$ cat config.mk
export PLATFORM = sky130hd
export DESIGN_NAME = sipo_word_collector
export DESIGN_NICKNAME = d
export VERILOG_FILES = /design/src/rtl/sipo_word_collector_pkg.sv /design/src/rtl/sipo_word_collector_shift_core.sv /design/src/rtl/sipo_word_collector.sv
export SDC_FILE = /design/constraint.sdc
export NUM_CORES = 1
export LEC_CHECK = 0
export CORE_MARGIN = 5
export CORE_UTILIZATION = 54
export DETAILED_ROUTE_END_ITERATION = 10
export PLACE_DENSITY = 0.77
export SLEW_MARGIN = 20
export SYNTH_ARGS = -nofsm -noshare
export SYNTH_HDL_FRONTEND = slang
export SYNTH_SLANG_ARGS = --single-unit
export TNS_END_PERCENT = 10
$ cat constraint.sdc
create_clock -name CLK -period 2.26 [get_ports CLK]
set_clock_uncertainty 0.15 [all_clocks]
set_input_delay 0.678 -clock CLK [delete_from_list [all_inputs] [get_ports CLK]]
set_output_delay 0.678 -clock CLK [all_outputs]
set_load 0.02 [all_outputs]
$ cat src/rtl/sipo_word_collector_pkg.sv
// Shared definitions for the serial word collector and its matching PISO transmitter:
// FSM state encoding and bit-counter sizing.
package sipo_word_collector_pkg;

    typedef enum logic {
        ST_IDLE  = 1'b0,
        ST_SHIFT = 1'b1
    } sipo_state_e;

    // Counter must represent 0..width inclusive.
    function automatic int cnt_w(input int width);
        return $clog2(width + 1);
    endfunction

endpackage

$ cat src/rtl/sipo_word_collector_shift_core.sv
// Shift register plus bit counter for the serial collector. Exposes the word as it
// will look after this cycle's shift, together with a pulse when that shift completes it.
module sipo_shift_core
    import sipo_word_collector_pkg::*;
#(
    parameter int WIDTH     = 32,
    parameter bit MSB_FIRST = 1'b0
) (
    input  logic             clk,
    input  logic             clr_n,
    input  logic             shift_en,
    input  logic             restart,
    input  logic             ser_in,
    output logic [WIDTH-1:0] word,
    output logic             done
);

    localparam int                CNT_W = cnt_w(WIDTH);
    localparam logic [CNT_W-1:0]  LAST  = CNT_W'(WIDTH - 1);

    logic [WIDTH-1:0] sr_q, sr_d;
    logic [WIDTH-1:0] sr_base;
    logic [WIDTH-1:0] shifted;
    logic [CNT_W-1:0] cnt_q, cnt_d;

    always_comb begin
        // A restart throws away the partial word so stale bits never leak into the next one.
        sr_base = restart ? '0 : sr_q;
        if (MSB_FIRST) begin
            shifted = {sr_base[WIDTH-2:0], ser_in};
        end else begin
            shifted = {ser_in, sr_base[WIDTH-1:1]};
        end

        sr_d  = sr_q;
        cnt_d = cnt_q;
        done  = 1'b0;
        if (restart) begin
            sr_d  = shifted;
            cnt_d = CNT_W'(1);
        end else if (shift_en) begin
            sr_d = shifted;
            if (cnt_q == LAST) begin
                done  = 1'b1;
                cnt_d = '0;
            end else begin
                cnt_d = cnt_q + 1'b1;
            end
        end
    end

    assign word = shifted;

    always_ff @(posedge clk or negedge clr_n) begin
        if (!clr_n) begin
            sr_q  <= '0;
            cnt_q <= '0;
        end else begin
            sr_q  <= sr_d;
            cnt_q <= cnt_d;
        end
    end

endmodule

$ cat src/rtl/sipo_word_collector.sv
// Serial-to-parallel word collector: framing FSM, one-entry holding register with
// valid/ready handoff, and sticky overrun / framing-error flags.
module sipo_word_collector
    import sipo_word_collector_pkg::*;
#(
    parameter int WIDTH     = 32,
    parameter bit MSB_FIRST = 1'b0
) (
    input  logic             CLK,
    input  logic             CLR_N,
    input  logic             SER_IN,
    input  logic             SER_VLD,
    input  logic             SER_START,
    output logic [WIDTH-1:0] OUT_DATA,
    output logic             OUT_VLD,
    input  logic             OUT_RDY,
    output logic             OVERRUN,
    output logic             FRAME_ERR,
    input  logic             CLR_ERR
);

    sipo_state_e      state_q, state_d;
    logic [WIDTH-1:0] out_data_q, out_data_d;
    logic             out_vld_q, out_vld_d;
    logic             overrun_q, overrun_d;
    logic             frame_err_q, frame_err_d;

    logic             restart;
    logic             shift_en;
    logic             done;
    logic [WIDTH-1:0] word;
    logic             frame_set;
    logic             load;
    logic             drop;

    // A start bit always begins a fresh word; plain bits only count while framed.
    assign restart  = SER_VLD & SER_START;
    assign shift_en = SER_VLD & ~SER_START & (state_q == ST_SHIFT);

    sipo_shift_core #(
        .WIDTH     (WIDTH),
        .MSB_FIRST (MSB_FIRST)
    ) u_core (
        .clk      (CLK),
        .clr_n    (CLR_N),
        .shift_en (shift_en),
        .restart  (restart),
        .ser_in   (SER_IN),
        .word     (word),
        .done     (done)
    );

    always_comb begin
        state_d   = state_q;
        frame_set = 1'b0;
        case (state_q)
            ST_IDLE: begin
                if (restart) begin
                    state_d = ST_SHIFT;
                end
            end
            ST_SHIFT: begin
                if (restart) begin
                    frame_set = 1'b1;
                end else if (done) begin
                    state_d = ST_IDLE;
                end
            end
            default: state_d = ST_IDLE;
        endcase
    end

    // The holding slot accepts a finished word if empty or being emptied this cycle.
    always_comb begin
        load       = done & (~out_vld_q | OUT_RDY);
        drop       = done & out_vld_q & ~OUT_RDY;
        out_data_d = out_data_q;
        out_vld_d  = out_vld_q;
        if (load) begin
            out_data_d = word;
            out_vld_d  = 1'b1;
        end else if (out_vld_q && OUT_RDY) begin
            out_vld_d = 1'b0;
        end
        overrun_d   = drop      | (overrun_q   & ~CLR_ERR);
        frame_err_d = frame_set | (frame_err_q & ~CLR_ERR);
    end

    always_ff @(posedge CLK or negedge CLR_N) begin
        if (!CLR_N) begin
            state_q     <= ST_IDLE;
            out_data_q  <= '0;
            out_vld_q   <= 1'b0;
            overrun_q   <= 1'b0;
            frame_err_q <= 1'b0;
        end else begin
            state_q     <= state_d;
            out_data_q  <= out_data_d;
            out_vld_q   <= out_vld_d;
            overrun_q   <= overrun_d;
            frame_err_q <= frame_err_d;
        end
    end

    assign OUT_DATA  = out_data_q;
    assign OUT_VLD   = out_vld_q;
    assign OVERRUN   = overrun_q;
    assign FRAME_ERR = frame_err_q;

endmodule
# After elaboration in Yosys (flattened, before gate mapping)
# Index checks and enable logic that the tools add are counted.
# classes
eq_ne,1
add_sub_neg,1
muxes,16
n_reduce_logical,3
bitwise,16
# ops
op,count
$mux W32,3
$mux W6,3
$mux W1,9
$and A1 B1 Y1,8
$add A6 B1 Y6 const B,1
$eq A6 B5 Y1 const B,1
$not A1 Y1,5
$reduce_bool A2 Y1,2
$or A1 B1 Y1,3
$pmux W1 S2,1
$logic_and A1 B1 Y1,1
# word_totals
reg_bits,74
word_cells,44
output_inout_bits,35
input_bits,7

# Depth between registers and ports, before layout
# depth
depth_word,8
depth_mapped,6
ltp_nobuf,4

# By module
# Synthesis repeated with hierarchy kept, for this count alone.
# unflattened
hier_cells,214
area_unflattened_um2,3186.8
# modules_own_cells
module,area_per_inst_um2,cells_per_inst,n_inst,seq_area_each_um2
sipo_shift_core,1676.6,133,1,925.9
sipo_word_collector,1510.2,81,1,900.9

# Worst setup path after synthesis
# OpenSTA, ideal clock, no wires.
# synth_timing
path_kind,input to register
start,in SER_VLD
end,reg out_data_q[31] (netlist: OUT_DATA[31])
setup_ns,0.127
slack_ns,0.178
t_arrival_ns,1.804
n_path_buf,1
path_stages,4
required_ns,1.983
path_cell_list,buf_2 > nand3b_1 > nor4b_4 > mux2_1
# synth_via
elab_chain_len,5
elab_cells_between_ends,6
cone_classes,mux (2); bitwise (4)
# synth_rtl
element,line,rtl
from (decl),sipo_word_collector.sv:12,"input logic SER_VLD,"
$and A1 B1 Y1 (2 in a row),sipo_word_collector.sv:38,assign shift_en = SER_VLD & ~SER_START & (state_q == ST_SHIFT);
$mux W1,sipo_word_collector_shift_core.sv:41,end else if (shift_en) begin
$mux W1 *,sipo_word_collector_shift_core.sv:38,if (restart) begin
$and A1 B1 Y1 *,sipo_word_collector.sv:75,load = done & (~out_vld_q | OUT_RDY);
to (signal assigned),sipo_word_collector.sv:98,out_data_q <= out_data_d;
to (decl),sipo_word_collector.sv:23,"logic [WIDTH-1:0] out_data_q, out_data_d;"
# Mark *: on every way between the ends. The rest lies on a longest branch, timed or not.
# A chain may end at the register's enable or synchronous reset.

# Worst setup path after layout
# layout_timing
start,reg out_data_q[22] (netlist: OUT_DATA[22])
end,out OUT_DATA[22]
# layout_rtl
element,line,rtl
to (decl),sipo_word_collector.sv:14,"output logic [WIDTH-1:0] OUT_DATA,"
# No word-level cell between the ends.

==> impl_summary.md <==
Logic synthesis
The share of the Yosys chip area taken by registers is 0.609. The most instantiated flip-flop cell in the synthesis netlist is dfrtp_1. A synthesized cell averages 11.8 um^2. Of all cell types, the one taking the most synthesized area is dfrtp_1. The share of synthesized flip-flops with an asynchronous set or reset is 1.00. Counting every net in the synthesized netlist gives 262. The number of distinct library cell variants in the gate-level netlist after synthesis is 32.

Yosys attributes the largest share of cell area to dfrtp_1 61%, mux2i_1 10%, a22o_1 9.1%. Of the post-synthesis cell area, the dominant cell type holds 0.609. Yosys mapped a number of flops with a built-in enable equal to 0. The synthesized flop and latch total is 73. Counting instances in the post-synthesis netlist gives the leading cell types as 73 x dfrtp_1, 38 x nand2_1, 35 x inv_1.

Among all cell types in the netlist, the one instantiated most often is dfrtp_1. The total standard cell area after synthesis is 3000 um^2. For this run, the number of Yosys warnings is 0. The count of mapped cells out of synthesis is 254.

Die
The placeable core region is 5440 um^2. The floorplan step set the die width to 84.5 um. The die covers 7140 um^2. The boundary pin count is 42. In this run the vertical extent of the chip is 84.5 um. The floorplan has 27 rows.

The initial utilization of the core area, before any placement, comes to 0.551.

Cells and area
The post-route non-filler standard cell count is 386. The repair_antennas step left the layout with diodes totalling 0. Relative to the synthesized area, the layout overhead comes to 25.5%. Of the cells placed in the final design, the portion with a size suffix greater than 1 is 0.111. The final-stage net count is 317.

Clock tree
The post-CTS clock slew at the launch and capture registers of the worst setup and hold paths is 70 ps. TritonCTS built the clock tree. The count of buffers added by post-CTS timing repair for setup is 0.

The depth of the CTS H-tree is 3. No sink is reached through more buffers than the 2 on the longest clock path. Clock latency on the worst-skew pair, taken at its later pin, is 330 ps. CTS placed an instance of clkbuf_8 at the clock tree root. Buffers inserted to repair hold after CTS numbered 0. Counting the buffers created by CTS gives 9. For this design, the sink count on the clock tree is 73. In this run, post-CTS repair resized a total of 0 instances.

Setup path
The critical path goes through clkdlybuf4s50_1. The slowest stage of the critical path belongs to the cell clkdlybuf4s50_1. The delay of the slowest cell on the worst path is 620 ps.

The data required time of the critical path is 1430 ps. The worst setup path is captured at an output pin. The number of buffers and inverters on the critical path is 1. The startpoint type of the worst setup path is a flip-flop. The largest fanout on the critical path is 2. The cell depth of the worst flop-to-flop path is 5. The kind of critical path is flip-flop to output pin. In this run the critical register-to-register path is launched from u_core.cnt_q[0]. The end of the worst register-to-register path is OUT_DATA[22]. For flop-to-flop paths, the worst setup slack is 380 ps.

Data arrives at the worst endpoint at 1340 ps. The gate family responsible for the most delay along the worst path is buffers and inverters.

Timing
Of the available clock period, the critical path in the final layout requires 0.958. The post-layout worst setup margin is 94.8 ps. Derived from the worst setup path, the maximum achievable clock frequency is 462 MHz. The max-slew headroom at the worst pin is 0.740. The final number of setup-violating endpoints is 0.

The final critical path time including I/O delays and setup is 2170 ps. Setup repair after global routing left no endpoint under its margin. The number of endpoints with negative hold slack in the final report is 0. For the pin with the worst max-slew slack, the measured transition is 390 ps. The total count of max-transition violations in the final report is 0.

Placed design
The final RePlAce weighted congestion is 0.799. Buffers placed on the I/O ports in this run total 41. The post-placement worst setup slack is -211 ps. Once placement completed, the tool counted placed cells totaling 370.

The HPWL after detailed placement is 3840 um.

Worst hold path
The path category of the worst min-delay check is input port to asynchronous set/reset pin.

Global routing
Global routing finished with a remaining overflow of 0. The initial antenna violation count came to 0. The pin count of the biggest net entering global routing is 35.

The global-route wire length before repair is 9790 um. The global-route usage over all layers is 0.173. The number of global-route vias before repair was 2,051.

Routing
The number of detailed-route iterations in the first pass is 4. Dividing the detail-routed wire length by the instance count gives 14.7 um. Once detail routing completed, the nets flagged for antenna violations numbered 0.

The number of DRC markers after the initial detailed-route iteration is 94. The residual DRC count is 0. The total length of routed wires is 5670 um.

Using the TritonRoute via totals, the vias-per-cell ratio works out to 5.24. The final route contains 2,021 vias.

Flow run
The number of maximum-capacitance violations is 0.

Power and ir drop
The power per unit of standard cell area is 635 nW/um^2. The standby leakage power is 1.75 nW. The maximum VDD drop is 0.664 mV.

Status
The run finished with clean final reports.
## logic make-up (layout without fill, tap and decap cells)
logic type	Yosys count	in the layout	synth area share
DFF	73	73	0.609
and+or+nand+nor	54	54	0.0868
buffers and inverters	49	109	0.0693
AOI/OAI and AO/OA	43	43	0.117
muxes	33	33	0.111
adders and majority gates	1	1	0.00417
xor gates and xnor gates	1	1	0.00292
## registers in the layout, summed over array words and instances, names as in the netlist
name	flops
FRAME_ERR	1
u_core.sr_q	31
OVERRUN	1
u_core.cnt_q	6
OUT_DATA	32
state_q	1
OUT_VLD	1
## worst reg2reg max path, stage by stage, from the launching register on
cell and delay, ps:
dfrtp_1 410, ha_1 220, nand3_1 160, nor4b_4 300
buf_4 330, mux2i_1 240
## where the power goes
part,internal (mW),leakage (nW),switching [mW]
clock network,0.429,0.0826,0.459
logic,0.0566,0.828,0.0843
registers,1.33,0.842,0.0284
total,1.82,1.75,0.572
## layout by cell type (no fill, tap or decap)
cell / instances
dfrtp_1: 73
clkdlybuf4s50_1: 40
nand2_1: 38
inv_1: 35
mux2i_1: 31
a22o_1: 31
buf_4: 15
clkbuf_8: 10
nand3_1: 6
o21ai_0: 3
buf_12: 3
nand2b_1: 2
o31ai_1: 2
clkinvlp_4: 2
clkbuf_1: 2
nand3b_1: 1
or2_1: 1
o32ai_1: 1
nor4b_4: 1
xor2_1: 1
o21ai_2: 1
or3_1: 1
and3b_1: 1
o2111ai_1: 1
nand4bb_1: 1
a21oi_1: 1
a31oi_1: 1
nor2_1: 1
a21boi_0: 1
mux2_2: 1
mux2_1: 1
o211ai_1: 1
or4_1: 1
ha_1: 1
clkinv_4: 1
clkinv_2: 1
## per-stage QoR
stage                     setup TNS [ps]  total power [mW]  cell area [um^2]  hold slack, ps  utilization
final                                  0              2.39              3760             111        0.692
after global routing                   0              2.51              3760             120        0.692
after CTS                              0              2.42              3760             102        0.692
after detailed placement           -5720              1.53              3590             356        0.660
after global placement             -3420              1.52              3590             331        0.660
after floorplan                        0              1.45              3000             232            -
## how the worst max path moves through the flow
| stage | from | end | slack (ps) | depth (start not counted) |
|---|---|---|---|---|
| after global placement | SER_START | OUT_DATA[11] | -130 | 5 |
| final | OUT_DATA[22] | OUT_DATA[22] | 90 | 1 |
| after global routing | OUT_DATA[13] | OUT_DATA[13] | 30 | 1 |
| after floorplan | SER_VLD | OUT_DATA[31] | 180 | 4 |
| after detailed placement | SER_START | OUT_DATA[13] | -210 | 5 |
| after CTS | OUT_DATA[13] | OUT_DATA[13] | 80 | 1 |
## layer usage
layer,part of all wire,GRT usage
met5,0,0
met4,0.013,0.0619
met3,0.048,0.0500
met2,0.45,0.257
met1,0.49,0.245
## cell type report
class	instances	area, um^2
repair buffers	58	573
clock inverters	4	28.8
flip-flops and latches	73	1830
well taps	72	90.1
fillers	431	1680
inverters	35	131
multi-input cells	132	968
clock buffers	12	145
(Power assumes the default switching activity.)
==> RTL change 1: new RTL, same flow settings <==
`WIDTH` is set to 32 in 2 places; all go to 64.
--- a/src/rtl/sipo_word_collector_shift_core.sv
+++ b/src/rtl/sipo_word_collector_shift_core.sv
@@ -3,7 +3,7 @@
 module sipo_shift_core
     import sipo_word_collector_pkg::*;
 #(
-    parameter int WIDTH     = 32,
+    parameter int WIDTH     = 64,
     parameter bit MSB_FIRST = 1'b0
 ) (
     input  logic             clk,
--- a/src/rtl/sipo_word_collector.sv
+++ b/src/rtl/sipo_word_collector.sv
@@ -3,7 +3,7 @@
 module sipo_word_collector
     import sipo_word_collector_pkg::*;
 #(
-    parameter int WIDTH     = 32,
+    parameter int WIDTH     = 64,
     parameter bit MSB_FIRST = 1'b0
 ) (
     input  logic             CLK,
Ports: changed (resized OUT_DATA); port bits go from 42 to 74. The function was not compared with the original's and may differ.
==> RTL change 1 against the unedited design <==
- routed wire length rose by 100%
- via count rose by 95%
- synthesized cell count rose by 94%
- total power rose by 130%
- highest routed layer unchanged
- critical endpoint is now OUT_DATA[63]
- final area rose by 85%
- utilization rose by 2.2 points
- critical path type unchanged
- synthesized area rose by 79%
- combinational power rose by 46%
- sequential cell count rose by 65
- worst setup slack improved by 0.084 ns
==> RTL change 1: results (changes against the unedited design) <==
- Status: finished, final reports clean
- Int Pwr: 4240 uW (+130%)
- Drt first pass iters: 7 (+3)
- Post-synth top cells: dfrtp_1, inv_1, nand3_1
- Inst Count DP: 692 (+87%)
- Crit-path max cell delay: 0.37 ns (-0.25 ns)
- Crit path DAT: 1.25 ns (-0.09 ns)
- Ys Warns: 0 (unchanged)
- Total track usage: 21.3% (+4.0 points)
- Number of vias per cell: 5.44 (+3.8%)
- Buffer levels on the longest clock path: 2 (unchanged)
- Final layout net count: 587 (+85%)
- Leakage: 0.00326 uW (+86%)
- First-pass GRT wire length: 20.2 mm (+110%)
- Register-to-register setup slack: 0.25 ns (-0.13 ns)
- Rel. slew slack: 67.1% (-6.9 points)
- Number of fill cells in the layout: 770 (+79%)
- Largest net degree at the start of global routing: 54 (+54%)
- VDD IR-drop max: 0.550 mV (-17%)
- Vias in the first global route: 4226 (+110%)
- Worst R2R End: OUT_DATA[6]$_DFFE_PN0P_
- Post-route clock period utilization: 92.1% (-3.7 points)
- Worst-case reg-to-reg path depth: 7 (+2)
- Synth Area per Inst: 10.9 sq um (-7.8%)
- Syn_nets: 500 (+91%)
- Pre-CTS setup slack: -0.268 ns (-0.0565 ns)
- Synth area leaders: dfrtp_1, a22o_1, nand3_1
- Slowest cell on crit path: dfrtp_1
- DR iter-0 viols: 237 (+150%)
- Setup crit start: OUT_DATA[63]$_DFFE_PN0P_
- Inserted Clock Buffers: 17 (+8)
- Largest register FFs: 64 (+100%)
- Hold Crit Depth: 1
- WHS: 0.364 ns (+0.253 ns)
- Worst min path class: reg -> reg
- Synth unique cells: 28 (-13%)
- Number of H-tree levels: 4 (+1)
- Routability cong.: 0.771 (-3.5%)
- CP Max Fanout: 2 (unchanged)
- Clock insertion delay at the later pin of the skew report: 0.51 ns (+0.18 ns)
- Proportion of layout cells with a drive suffix above 1: 11.2% (+0.021 points)
- Crit-path leading delay family: flip-flops
- Filler-free cell count of the finished design: 724 (+88%)
- # port buffers: 73 (+78%)
- DR WL/cell: 16.0 um (+8.9%)
- Post-DP HPWL: 7.31 mm (+90%)
- Seq/Total Area, Yosys: 64.5% (+3.6 points)
- Critical Path Sink: OUT_DATA[63]
-- RTL change 1: cells by family (layout without fill, tap and decap cells) --
group,after synthesis,in the layout,share of synthesized area [%]
buf+inv,101,200,7.52
mux,2,2,0.421
fa+ha+maj,1,1,0.234
flops,138,138,64.5
compound gates,144,144,17.5
simple gates,106,106,9.84
-- RTL change 1: area by class of cell --
type / count / area, sq um / share of cell area (%)
flip-flops and latches: 138 / 3450 / 49.7
clock inverters: 13 / 169 / 2.43
multi-input cells: 253 / 1510 / 21.8
repair buffers: 103 / 976 / 14.1
clock buffers: 18 / 418 / 6.02
inverters: 66 / 248 / 3.57
well taps: 133 / 166 / 2.40
-- RTL change 1: timing repair --
action | in CTS | in global routing
resized for setup | 67 | 0
hold buffers | 1 | 0
setup endpoints to repair | 67 | 0
setup buffers | 0 | 0
endpoints found under the hold margin | 50 | 0
-- RTL change 1: metrics by stage --
step	util (%)	setup TNS (ns)	cell area (sq um)	total power, uW
finish	71.4	0	6940	5450
CTS	71.4	0	6940	5490
detailed placement	66.1	-13.53	6430	2760
global route	71.4	0	6940	5650
global placement	66.1	-10.90	6430	2750
floorplan	-	0	5360	2640
-- RTL change 1: layer usage --
metal / share of wire, % / global-route usage [%] / vias to the layer above
li1: - / - / 1863
met1: 45 / 28.5 / 1955
met2: 49 / 34.0 / 95
met5: 0 / 0 / -
met3: 4.1 / 5.81 / 22
met4: 1.7 / 7.30 / 0
-- RTL change 1: power by group through the flow --
stage               Clock [uW]  Sequential, uW  Combinational [uW]
floorplan                    0            2550                84.9
global placement             0            2550                 200
detailed placement           0            2550                 205
CTS                       2770            2510                 208
global route              2910            2510                 231
finish                    2730            2510                 206
==> RTL change 2: new RTL, same flow settings <==
Without the edit above. Compare `cnt_q` against `LAST` with >= in place of ==.
--- a/src/rtl/sipo_word_collector_shift_core.sv
+++ b/src/rtl/sipo_word_collector_shift_core.sv
@@ -40,7 +40,7 @@
             cnt_d = CNT_W'(1);
         end else if (shift_en) begin
             sr_d = shifted;
-            if (cnt_q == LAST) begin
+            if (cnt_q >= LAST) begin
                 done  = 1'b1;
                 cnt_d = '0;
             end else begin
Check against the original RTL: no difference found for any inputs over 10 cycles, from zero or initial values; that may be too few to reach the edited logic, so the function may still have changed.
==> RTL change 2 against the unedited design <==
- routed wire length grew 1.8%
- fmax grew 0.19%
- sequential cell count is the same
- utilization grew 0.69 points
- first-iteration DRC count grew 23%
- worst setup slack gained 0.0042 ns
- synthesized area grew 0.92%
- final area grew 1.6%
Power is not compared: it rests on default switching activity, and its combinational part moved more than twofold at a synthesized area within 25%.
==> RTL change 2: results (changes against the unedited design) <==
- Status: finished, final reports clean
- CP Max Fanout: 2 (unchanged)
- Seq/Total Area, Yosys: 60.4% (-0.55 points)
- Met2 Usage GRT: 26.1% (+0.43 points)
- Worst R2R End: OUT_DATA[25]$_DFFE_PN0P_
- Met3 Use GR: 5.73% (+0.72 points)
- Routability cong.: 0.745 (-6.8%)
- DR iter-0 viols: 116 (+23%)
- Final layout net count: 316 (-0.32%)
- Number of vias per cell: 5.34 (+1.9%)
- DR WL/cell: 15.0 um (+2.0%)
- Total track usage: 17.6% (+0.24 points)
- Synth area leaders: dfrtp_1, mux2i_1, a22o_1
- First-pass GRT wire length: 9.94 mm (+1.5%)
- Placed cell area: 3610 sq um (+0.45%)
- Synth unique cells: 33 (+3.1%)
- Proportion of layout cells with a drive suffix above 1: 11.5% (+0.36 points)
- Fmax: 463 MHz (+0.19%)
- Post-DP HPWL: 3.90 mm (+1.5%)
- Met1 GRT Util: 24.5% (about the same)
- Critical Path Sink: OUT_DATA[21]
- Pre-CTS setup slack: -0.0696 ns (+0.142 ns)
- Syn_nets: 266 (+1.5%)
- Largest net degree at the start of global routing: 32 (-8.6%)
- Post-synth top cells: dfrtp_1, nand2_1, inv_1
- Rel. slew slack: 67.1% (-6.8 points)
- Register-to-register setup slack: 0.36 ns (-0.02 ns)
- Setup crit start: OUT_DATA[21]$_DFFE_PN0P_
-- RTL change 2: cell types whose count changed after synthesis, moves of 3 or more --
cell / delta
nand2_1: +3
nand3_1: -3
buf_2: +4
clkbuf_1: -3
-- RTL change 2: layout make-up --
| type | instances | area (sq um) |
|---|---|---|
| clock inverters | 7 | 95.1 |
| flip-flops and latches | 73 | 1830 |
| multi-input cells | 132 | 961 |
| fillers | 416 | 1650 |
| inverters | 36 | 135 |
| repair buffers | 56 | 593 |
| well taps | 72 | 90.1 |
| clock buffers | 9 | 124 |
-- RTL change 2: cells by family after synthesis --
| kind of cell | Yosys count | share of synthesized area [%] |
|---|---|---|
| multiplexers | 33 | 11.0 |
| adder cells (fa/ha/maj) | 1 | 0.413 |
| flip-flops | 73 | 60.4 |
| AND/OR/NAND/NOR | 51 | 7.15 |
| AO/OA/AOI/OAI | 47 | 13.0 |
| buffers and inverters | 53 | 8.06 |
-- RTL change 2: where the power goes --
part | internal (uW) | switching [uW]
combinational | 425 | 457
sequential | 1500 | 145
clock | 621 | 479
-- RTL change 2: metal layers --
metal	routed length [um]	share of wire, %
met1	2680	46
met2	2690	47
met3	339	5.9
met4	63	1.1
met5	0	0
-- RTL change 2: per-stage QoR --
step | instances | util (%)
floorplan | 258 | -
global placement | 369 | 65.9
detailed placement | 369 | 65.9
CTS | 385 | 69.9
global route | 385 | 69.9
finish | 385 | 69.9
-- RTL change 2: worst reg2reg max path: cells and delay by family (launching register included) --
kind | cells | cell delay, ns
and+or+nand+nor | 1 | 0.30
AOI/OAI and AO/OA | 1 | 0.26
buffers and inverters | 1 | 0.19
DFF | 1 | 0.40
muxes | 1 | 0.22
adders and majority gates | 1 | 0.31
